[config.mk]
export PLATFORM = sky130hd
export DESIGN_NAME = cipher_out_unpacker
export DESIGN_NICKNAME = d
export VERILOG_FILES = /design/src/rtl/cipher_out_unpacker.sv
export SDC_FILE = /design/constraint.sdc
export NUM_CORES = 1
export LEC_CHECK = 0
export CAP_MARGIN = 20
export CELL_PAD_IN_SITES_DETAIL_PLACEMENT = 0
export CELL_PAD_IN_SITES_GLOBAL_PLACEMENT = 2
export CORE_MARGIN = 4
export CORE_UTILIZATION = 48
export CTS_CLUSTER_DIAMETER = 40
export DETAILED_ROUTE_END_ITERATION = 12
export GPL_TIMING_DRIVEN = 0
export PLACE_DENSITY = 0.88
export RECOVER_POWER = 50
export SLEW_MARGIN = 20
export SYNTH_ARGS = -nofsm -noshare
export SYNTH_HDL_FRONTEND = slang
export SYNTH_SLANG_ARGS = --single-unit
[constraint.sdc]
create_clock -name clk -period 13.25 [get_ports clk]
set_input_delay 1.325 -clock clk [delete_from_list [all_inputs] [get_ports clk]]
set_output_delay 1.325 -clock clk [all_outputs]
set_load 0.005 [all_outputs]
[src/rtl/cipher_out_unpacker.sv]
// Buffers 128-bit cipher blocks in a FIFO and replays them as WORD_W-bit words over valid/ready.
// Word 0 appears the cycle after the block is written; words hold under backpressure; credit limits in-flight blocks.
module cipher_out_unpacker #(
  parameter int DEPTH  = 4,
  parameter int WORD_W = 32
) (
  input  logic                     clk,
  input  logic                     rst_n,
  input  logic                     issue,
  input  logic                     blk_valid,
  input  logic [0:127]             blk_data,
  output logic                     can_issue,
  output logic                     word_valid,
  input  logic                     word_ready,
  output logic [WORD_W-1:0]        word_data,
  output logic                     word_last,
  output logic [$clog2(DEPTH):0]   blk_count,
  output logic                     overflow
);

  localparam int NW = 128 / WORD_W;
  localparam int AW = $clog2(DEPTH);
  localparam int CW = AW + 1;
  localparam int KW = (NW > 1) ? $clog2(NW) : 1;
  localparam logic [CW-1:0] DEPTH_C = CW'(DEPTH);
  localparam logic [KW-1:0] LAST_K  = KW'(NW - 1);

  logic [AW-1:0] wr_ptr_q, wr_ptr_d;
  logic [AW-1:0] rd_ptr_q, rd_ptr_d;
  logic [KW-1:0] k_q, k_d;
  logic [CW-1:0] inflight_q, inflight_d;
  logic [CW-1:0] count_q, count_d;
  logic          overflow_q, overflow_d;
  logic [0:127]  mem_q [DEPTH];

  logic          xfer;
  logic          pop;
  logic          push;
  logic [0:127]  head;
  logic [CW:0]   credit_sum;

  assign word_valid = (count_q != '0);
  assign word_last  = word_valid && (k_q == LAST_K);
  assign head       = mem_q[rd_ptr_q];
  assign word_data  = word_valid ? head[int'(k_q)*WORD_W +: WORD_W] : '0;
  assign blk_count  = count_q;
  assign overflow   = overflow_q;

  // Credit counts both stored blocks and blocks still inside the cipher pipeline.
  assign credit_sum = {1'b0, count_q} + {1'b0, inflight_q};
  assign can_issue  = (credit_sum < {1'b0, DEPTH_C});

  always_comb begin
    xfer       = word_valid & word_ready;
    pop        = xfer & word_last;
    // A full FIFO can still accept when its head block leaves in the same cycle.
    push       = blk_valid & ((count_q < DEPTH_C) | pop);

    wr_ptr_d   = wr_ptr_q;
    rd_ptr_d   = rd_ptr_q;
    k_d        = k_q;
    inflight_d = inflight_q;
    count_d    = count_q;
    overflow_d = overflow_q;

    if (xfer) begin
      k_d = pop ? '0 : k_q + 1'b1;
    end
    if (pop) begin
      rd_ptr_d = rd_ptr_q + 1'b1;
    end
    if (push) begin
      wr_ptr_d = wr_ptr_q + 1'b1;
    end

    case ({push, pop})
      2'b10:   count_d = count_q + 1'b1;
      2'b01:   count_d = count_q - 1'b1;
      default: count_d = count_q;
    endcase

    if (blk_valid && !push) begin
      overflow_d = 1'b1;
    end

    if (issue && !blk_valid && (inflight_q != DEPTH_C)) begin
      inflight_d = inflight_q + 1'b1;
    end else if (!issue && blk_valid && (inflight_q != '0)) begin
      inflight_d = inflight_q - 1'b1;
    end
  end

  always_ff @(posedge clk or negedge rst_n) begin
    if (!rst_n) begin
      wr_ptr_q   <= '0;
      rd_ptr_q   <= '0;
      k_q        <= '0;
      inflight_q <= '0;
      count_q    <= '0;
      overflow_q <= 1'b0;
    end else begin
      wr_ptr_q   <= wr_ptr_d;
      rd_ptr_q   <= rd_ptr_d;
      k_q        <= k_d;
      inflight_q <= inflight_d;
      count_q    <= count_d;
      overflow_q <= overflow_d;
    end
  end

  // Block storage needs no reset: contents are only visible while count_q says they are valid.
  always_ff @(posedge clk) begin
    if (push) begin
      mem_q[wr_ptr_q] <= blk_data;
    end
  end

endmodule
==> flow_metrics.py, run 1 <==
metrics = {
    "grt": {
        "track_usage_pct": 20.1,
        "grt_max_degree": 48,
        "antenna_found_initial": 15,
        "grt_pass1_wl_mm": 68.9,
        "grt_pass1_vias": 11100,
        "grt-ovfl-total": 0,
    },
    "sta": {
        "slew_headroom_pct": -38.3,
        "rsz0062_at_grt": "false",
        "finalCritPeriodShare_pct": 37.9,
        "fin_setup_tns_ns": 0,
        "worstMarginPinSlew_ns": 2.07,
        "setup_viol": 0,
        "skew_ns": 0.0223,
        "hold_violations": 0,
        "timing.fmax_ghz": 0.199,
        "fin_crit_ns": 5.02,
        "slew_violations": 52,
    },
    "clocking": {
        "root_buffer": "clkbuf_16",
        "cts-resized-gates": 0,
        "clkTransAtPathRegs_ns": 0.05,
        "numCtsBuffers": 66,
        "cts_max_level": 3,
        "clockBufferDepth": 3,
        "clk_latency_ns": 0.57,
        "hold_buffers": 0,
        "cts.sinks": 525,
        "post-cts-setup-buffers": 0,
        "cts_tree": "built",
    },
    "floorplan": {
        "die_y_um": 214,
        "die_x_um": 214,
        "ioPinCount": 172,
        "die-area_um2": 45800,
        "start_util_pct": 48.5,
        "num_rows": 75,
        "design.core.area_um2": 41900,
    },
    "route": {
        "drtAntennaViolNets": 0,
        "totalWireLength_mm": 45.7,
        "via_per_inst": 5.86,
        "vias": 10500,
        "wl_per_cell_um": 25.4,
        "drc": 0,
        "drtIter0Drc": 1096,
        "drt_first_pass_iters": 8,
    },
    "critical_path": {
        "path_max_fanout": 46,
        "r2r_slack_ns": 9.16,
        "crit_family": "simple AND/OR/NAND/NOR gates",
        "crit_arrival_ns": 5.25,
        "cp.required_ns": 13.48,
        "path_cells": "dlygate4sd3_1 > clkbuf_1 > a21boi_0 > and2_0 > buf_12 > buf_16",
        "r2r_cells": 6,
        "startpoint_type": "primary input",
        "crit-reg2reg-capture": "mem_q[3][0]",
        "cp.buffers_inverters": 4,
        "r2r-start": "k_q[1]",
        "worst_path_max_delay_cell": "and2_0",
        "critPathCaptureType": "register",
        "cp_slowest_stage_delay_ns": 1.62,
        "critical_path_class": "in -> reg",
    },
    "synth": {
        "ys_top_cells_by_area": "edfxtp_1 (75%), mux4_2 (14%), nand4_1 (2.9%)",
        "synth_mux_area_share_pct": 14.4,
        "synth_top_area_share_pct": 75.5,
        "synth.most_common_cell": "edfxtp_1",
        "syn_area_per_cell_um2": 21.4,
        "synth_common_cells": "edfxtp_1 (512), mux4_2 (125), nand4_1 (94)",
        "postSynthCellCount": 953,
        "synth_top_family_by_area": "multiplexers",
        "syn_nets": 1096,
        "synth_cell_types": 43,
        "syn_area_um2": 20400,
        "synthAdderAreaFrac_pct": 0.688,
        "yosys.area_share.simple_pct": 4.98,
        "yosysWarnings": 0,
        "synth_compound_area_share_pct": 0.786,
        "yosysTopAreaCell": "edfxtp_1",
        "synthXorXnorAreaFrac_pct": 0.258,
        "synth-seq-cells": 525,
        "synthArstFlopShare_pct": 2.48,
        "synth_edf_count": 512,
        "ys_seq_area_share_pct": 77.1,
        "synth_ff_type": "edfxtp_1",
    },
    "final_layout": {
        "drive_above_1_share_pct": 22.4,
        "final_nets": 1345,
        "final_cell_area_um2": 25200,
        "syn_to_final_growth_pct": 23.6,
    },
    "power_and_ir_drop": {
        "leakagePower_nw": 8.16,
        "power.density_nw_per_um2": 228,
        "vdd_drop_max_uv": 107,
    },
    "min_path": {
        "hp-class": "reg -> reg",
        "holdCritStartpoint": "overflow",
        "min_path_cells": 1,
        "worstHoldEndpoint": "overflow",
    },
    "status": {
        "violations": "capacitance limit, slew limit",
        "status": "complete, but fails checks",
    },
    "place": {
        "gp_congestion": 0.756,
        "io_buffers": 170,
        "dpl_cell_area_um2": 23000,
        "dp_hpwl_mm": 29.8,
    },
    "flow_run": {
        "cap_violations": 2,
    },
}
through the flow:
| stage | std cells | hold slack [ns] | util [%] | power, mW | setup slack [ns] |
|---|---|---|---|---|---|
| 6_report | 1798 | 0.482 | 60.0 | 5.75 | 8.23 |
| 5_1_grt | 1794 | 0.489 | 60.0 | 6.03 | 7.91 |
| 4_1_cts | 1790 | 0.491 | 60.0 | 5.82 | 8.56 |
| 3_5_place_dp | 1673 | 0.479 | 54.9 | 4.07 | 9.17 |
| 3_3_place_gp | 1662 | 0.483 | 54.2 | 4.07 | 4.94 |
| 2_1_floorplan | 953 | 0.466 | - | 3.30 | 7.89 |
cells in the final DEF (no fill, tap or decap), types with 3 or more instances in the layout:
cell type / instances
edfxtp_1: 512
dlygate4sd3_1: 134
mux4_2: 125
nand4_1: 94
clkbuf_16: 66
nand2_1: 37
clkdlybuf4s50_1: 36
clkbuf_1: 33
nand3_1: 31
buf_2: 23
dfrtp_1: 13
inv_6: 12
clkinv_1: 11
buf_6: 9
diode_2: 8
mux2_2: 8
ha_1: 8
inv_1: 7
nand2b_1: 7
bufinv_16: 7
clkinv_2: 7
buf_16: 7
nor2_1: 6
buf_1: 5
buf_12: 4
xnor2_1: 3
xor2_1: 3
cells by family (layout without fill, tap and decap cells):
| family | after synthesis | in the layout |
|---|---|---|
| flops | 525 | 525 |
| simple gates | 185 | 185 |
| mux | 135 | 135 |
| buf+inv | 72 | 370 |
| compound gates | 20 | 20 |
| fa+ha+maj | 10 | 10 |
| xor+xnor | 6 | 6 |
| other cells | 0 | 8 |
sequential cells by signal (all words and copies together) (netlist names):
name	flops
mem_q	512
blk_count	3
inflight_q	3
k_q	2
rd_ptr_q	2
wr_ptr_q	2
overflow	1
worst max-delay path by stage:
stage / cells after the start / from / slack [ns] / end
CTS: 6 / rd_ptr_q[1] / 8.56 / word_data[27]
global placement: 4 / blk_valid / 4.94 / mem_q[0][118]
global route: 6 / blk_valid / 7.91 / mem_q[1][124]
finish: 6 / blk_valid / 8.23 / mem_q[3][0]
detailed placement: 6 / rd_ptr_q[1] / 9.17 / word_data[27]
floorplan: 3 / blk_valid / 7.89 / mem_q[0][0]
final cells by class:
type	instances	area, um2
Multi-Input combinational cell	356	4300
Timing Repair Buffer	181	1970
Inverter	9	33.8
Tap cell	539	674
Clock buffer	74	1680
Buffer	63	337
Antenna cell	8	20.0
Sequential cell	525	15700
Clock inverter	43	455
Fill cell	2964	16800
worst register-to-register path: cells and delay by family, from the launching register on:
family	cells	cell delay [ns]
AOI/OAI and AO/OA	1	0.73
buffers and inverters	2	0.60
and+or+nand+nor	2	1.74
adders and majority gates	1	0.23
DFF	1	0.41
where the power goes:
group          internal [mW]  switching, mW  leakage [nW]
registers               2.11         0.0745          4.81
clock network           1.06          0.672          1.05
logic                  0.843          0.985          2.31
layer usage:
| layer | up-vias | share of wire [%] | GRT usage (%) |
|---|---|---|---|
| met3 | 88 | 7.7 | 4.99 |
| met5 | - | 0.12 | 0 |
| met4 | 8 | 2.3 | 6.33 |
| met2 | 449 | 50 | 32.7 |
| li1 | 4570 | - | - |
| met1 | 5420 | 40 | 27.1 |
Power figures use the tool's default switching activity.
==> run 2, diff against run 1 <==
--- a/config.mk
+++ b/config.mk
@@ -9,11 +9,11 @@
 export CELL_PAD_IN_SITES_DETAIL_PLACEMENT = 0
 export CELL_PAD_IN_SITES_GLOBAL_PLACEMENT = 2
 export CORE_MARGIN = 4
-export CORE_UTILIZATION = 48
+export CORE_UTILIZATION = 45
 export CTS_CLUSTER_DIAMETER = 40
 export DETAILED_ROUTE_END_ITERATION = 12
 export GPL_TIMING_DRIVEN = 0
-export PLACE_DENSITY = 0.88
+export PLACE_DENSITY = 0.83
 export RECOVER_POWER = 50
 export SLEW_MARGIN = 20
 export SYNTH_ARGS = -nofsm -noshare
==> constraint.sdc (replaced) <==
create_clock -name clk -period 4.99 [get_ports clk]
set_input_delay 0.499 -clock clk [delete_from_list [all_inputs] [get_ports clk]]
set_output_delay 0.499 -clock clk [all_outputs]
set_load 0.005 [all_outputs]
==> flow_metrics.py, run 2 (synthesis gave the netlist of run 1 again) <==
metrics = {
    "status": {
        "status": "complete, but fails checks",
        "violations": "capacitance limit, slew limit",
    },
    "floorplan": {
        "start_util_pct": 45.8,
        "num_rows": 77,
        "ioPinCount": 172,
        "die-area_um2": 48700,
        "design.core.area_um2": 44500,
        "die_y_um": 221,
        "die_x_um": 221,
    },
    "critical_path": {
        "crit_arrival_ns": 4.33,
        "startpoint_type": "primary input",
        "cp.required_ns": 5.28,
        "critPathCaptureType": "register",
        "path_max_fanout": 44,
        "critical_path_class": "in -> reg",
    },
    "final_layout": {
        "syn_to_final_growth_pct": 23.8,
        "regMostFlops": "mem_q",
        "fill_cells": 3372,
        "final_cell_area_um2": 25200,
        "final_common_cell": "edfxtp_1",
        "layout_common_cells": "edfxtp_1 (512), dlygate4sd3_1 (134), mux4_2 (125)",
        "final_nets": 1340,
        "drive_above_1_share_pct": 22.8,
        "largest_register_ffs": 512,
    },
    "clocking": {
        "root_buffer": "clkbuf_16",
        "post-cts-setup-buffers": 0,
        "cts.sinks": 525,
        "cts_max_level": 2,
        "clk_latency_ns": 0.62,
        "clockBufferDepth": 3,
        "hold_buffers": 0,
        "clkTransAtPathRegs_ns": 0.06,
        "numCtsBuffers": 61,
        "cts-resized-gates": 0,
        "cts_tree": "built",
    },
    "grt": {
        "track_usage_pct": 18.9,
        "antenna_found_initial": 13,
        "grt_max_degree": 47,
        "grt-ovfl-total": 0,
        "grt_pass1_wl_mm": 67.8,
        "grt_pass1_vias": 10700,
    },
    "sta": {
        "skew_ns": 0.0208,
        "slew_violations": 20,
        "worstMarginPinSlew_ns": 1.83,
        "setup_viol": 0,
        "slew_headroom_pct": -21.8,
        "fin_setup_tns_ns": 0,
        "hold_violations": 0,
        "timing.fmax_ghz": 0.248,
        "fin_crit_ns": 4.04,
        "finalCritPeriodShare_pct": 80.9,
        "rsz0062_at_grt": "false",
        "hold_slack_ns": 0.355,
    },
    "route": {
        "via_per_inst": 5.61,
        "vias": 10400,
        "wl_per_cell_um": 24.7,
        "drtIter0Drc": 1013,
        "totalWireLength_mm": 45.7,
        "drtAntennaViolNets": 0,
        "drt_first_pass_iters": 5,
        "drc": 0,
    },
    "power_and_ir_drop": {
        "vdd_drop_max_uv": 327,
        "power.density_nw_per_um2": 603,
        "leakagePower_nw": 8.15,
        "p_total_mw": 15.2,
    },
    "flow_run": {
        "cap_violations": 1,
    },
    "place": {
        "io_buffers": 170,
        "dp_hpwl_mm": 29.9,
        "dpl_cell_area_um2": 23100,
        "gp_congestion": 0.811,
    },
    "min_path": {
        "hp-class": "in -> reg",
    },
}
==> run 2: worst paths after layout <==
kind / from / endpoint / slack (ns) / depth (start not counted)
max in group asynchronous: rst_n / wr_ptr_q[1] / 4.18 / 1
max: blk_valid / mem_q[0][24] / 0.95 / 6
min in group asynchronous: rst_n / rd_ptr_q[0] / 0.37 / 1
max reg2reg: k_q[1] / mem_q[0][24] / 1.03 / 6
min reg2reg: overflow / overflow / 0.46 / 1
min: issue / inflight_q[2] / 0.36 / 3
==> run 2: report_power, final <==
| group | total [mW] | internal [mW] | switching (mW) | leakage (nW) |
|---|---|---|---|---|
| registers | 5.80 | 5.61 | 0.192 | 4.81 |
| clock network | 4.57 | 2.75 | 1.82 | 1.04 |
| logic | 4.84 | 2.23 | 2.61 | 2.31 |
| total | 15.2 | 10.6 | 4.62 | 8.15 |
==> run 2: final cells by class <==
class                           count  area, um2  share of cell area [%]
Antenna cell                        6       15.0                  0.0595
Buffer                             63        337                    1.33
Clock buffer                       66       1550                    6.13
Clock inverter                     50        581                    2.30
Inverter                            9       33.8                   0.134
Multi-Input combinational cell    356       4300                    17.0
Sequential cell                   525      15700                    62.3
Tap cell                          592        741                    2.94
Timing Repair Buffer              181       1970                    7.80
==> run 2: routing by layer <==
metal / share of wire (%) / GRT usage [%] / vias to the layer above
li1: - / - / 4554
met1: 41 / 26.3 / 5407
met3: 7.1 / 4.46 / 86
met5: 0.12 / 0 / -
met4: 2.1 / 5.35 / 8
met2: 49 / 30.5 / 321
==> run 2: through the flow <==
stage | instances | setup slack (ns) | util (%)
6_report | 1848 | 0.952 | 56.7
5_1_grt | 1843 | 0.609 | 56.6
4_1_cts | 1842 | 1.13 | 56.6
3_5_place_dp | 1726 | 1.67 | 51.9
3_3_place_gp | 1715 | -2.61 | 51.2
2_1_floorplan | 953 | 0.458 | -
==> run 2: critical path: stages <==
cell and delay (ns):
dlygate4sd3_1 0.55, clkbuf_1 0.36, a21boi_0 0.78, and2_0 1.46
buf_16 0.33, buf_16 0.29
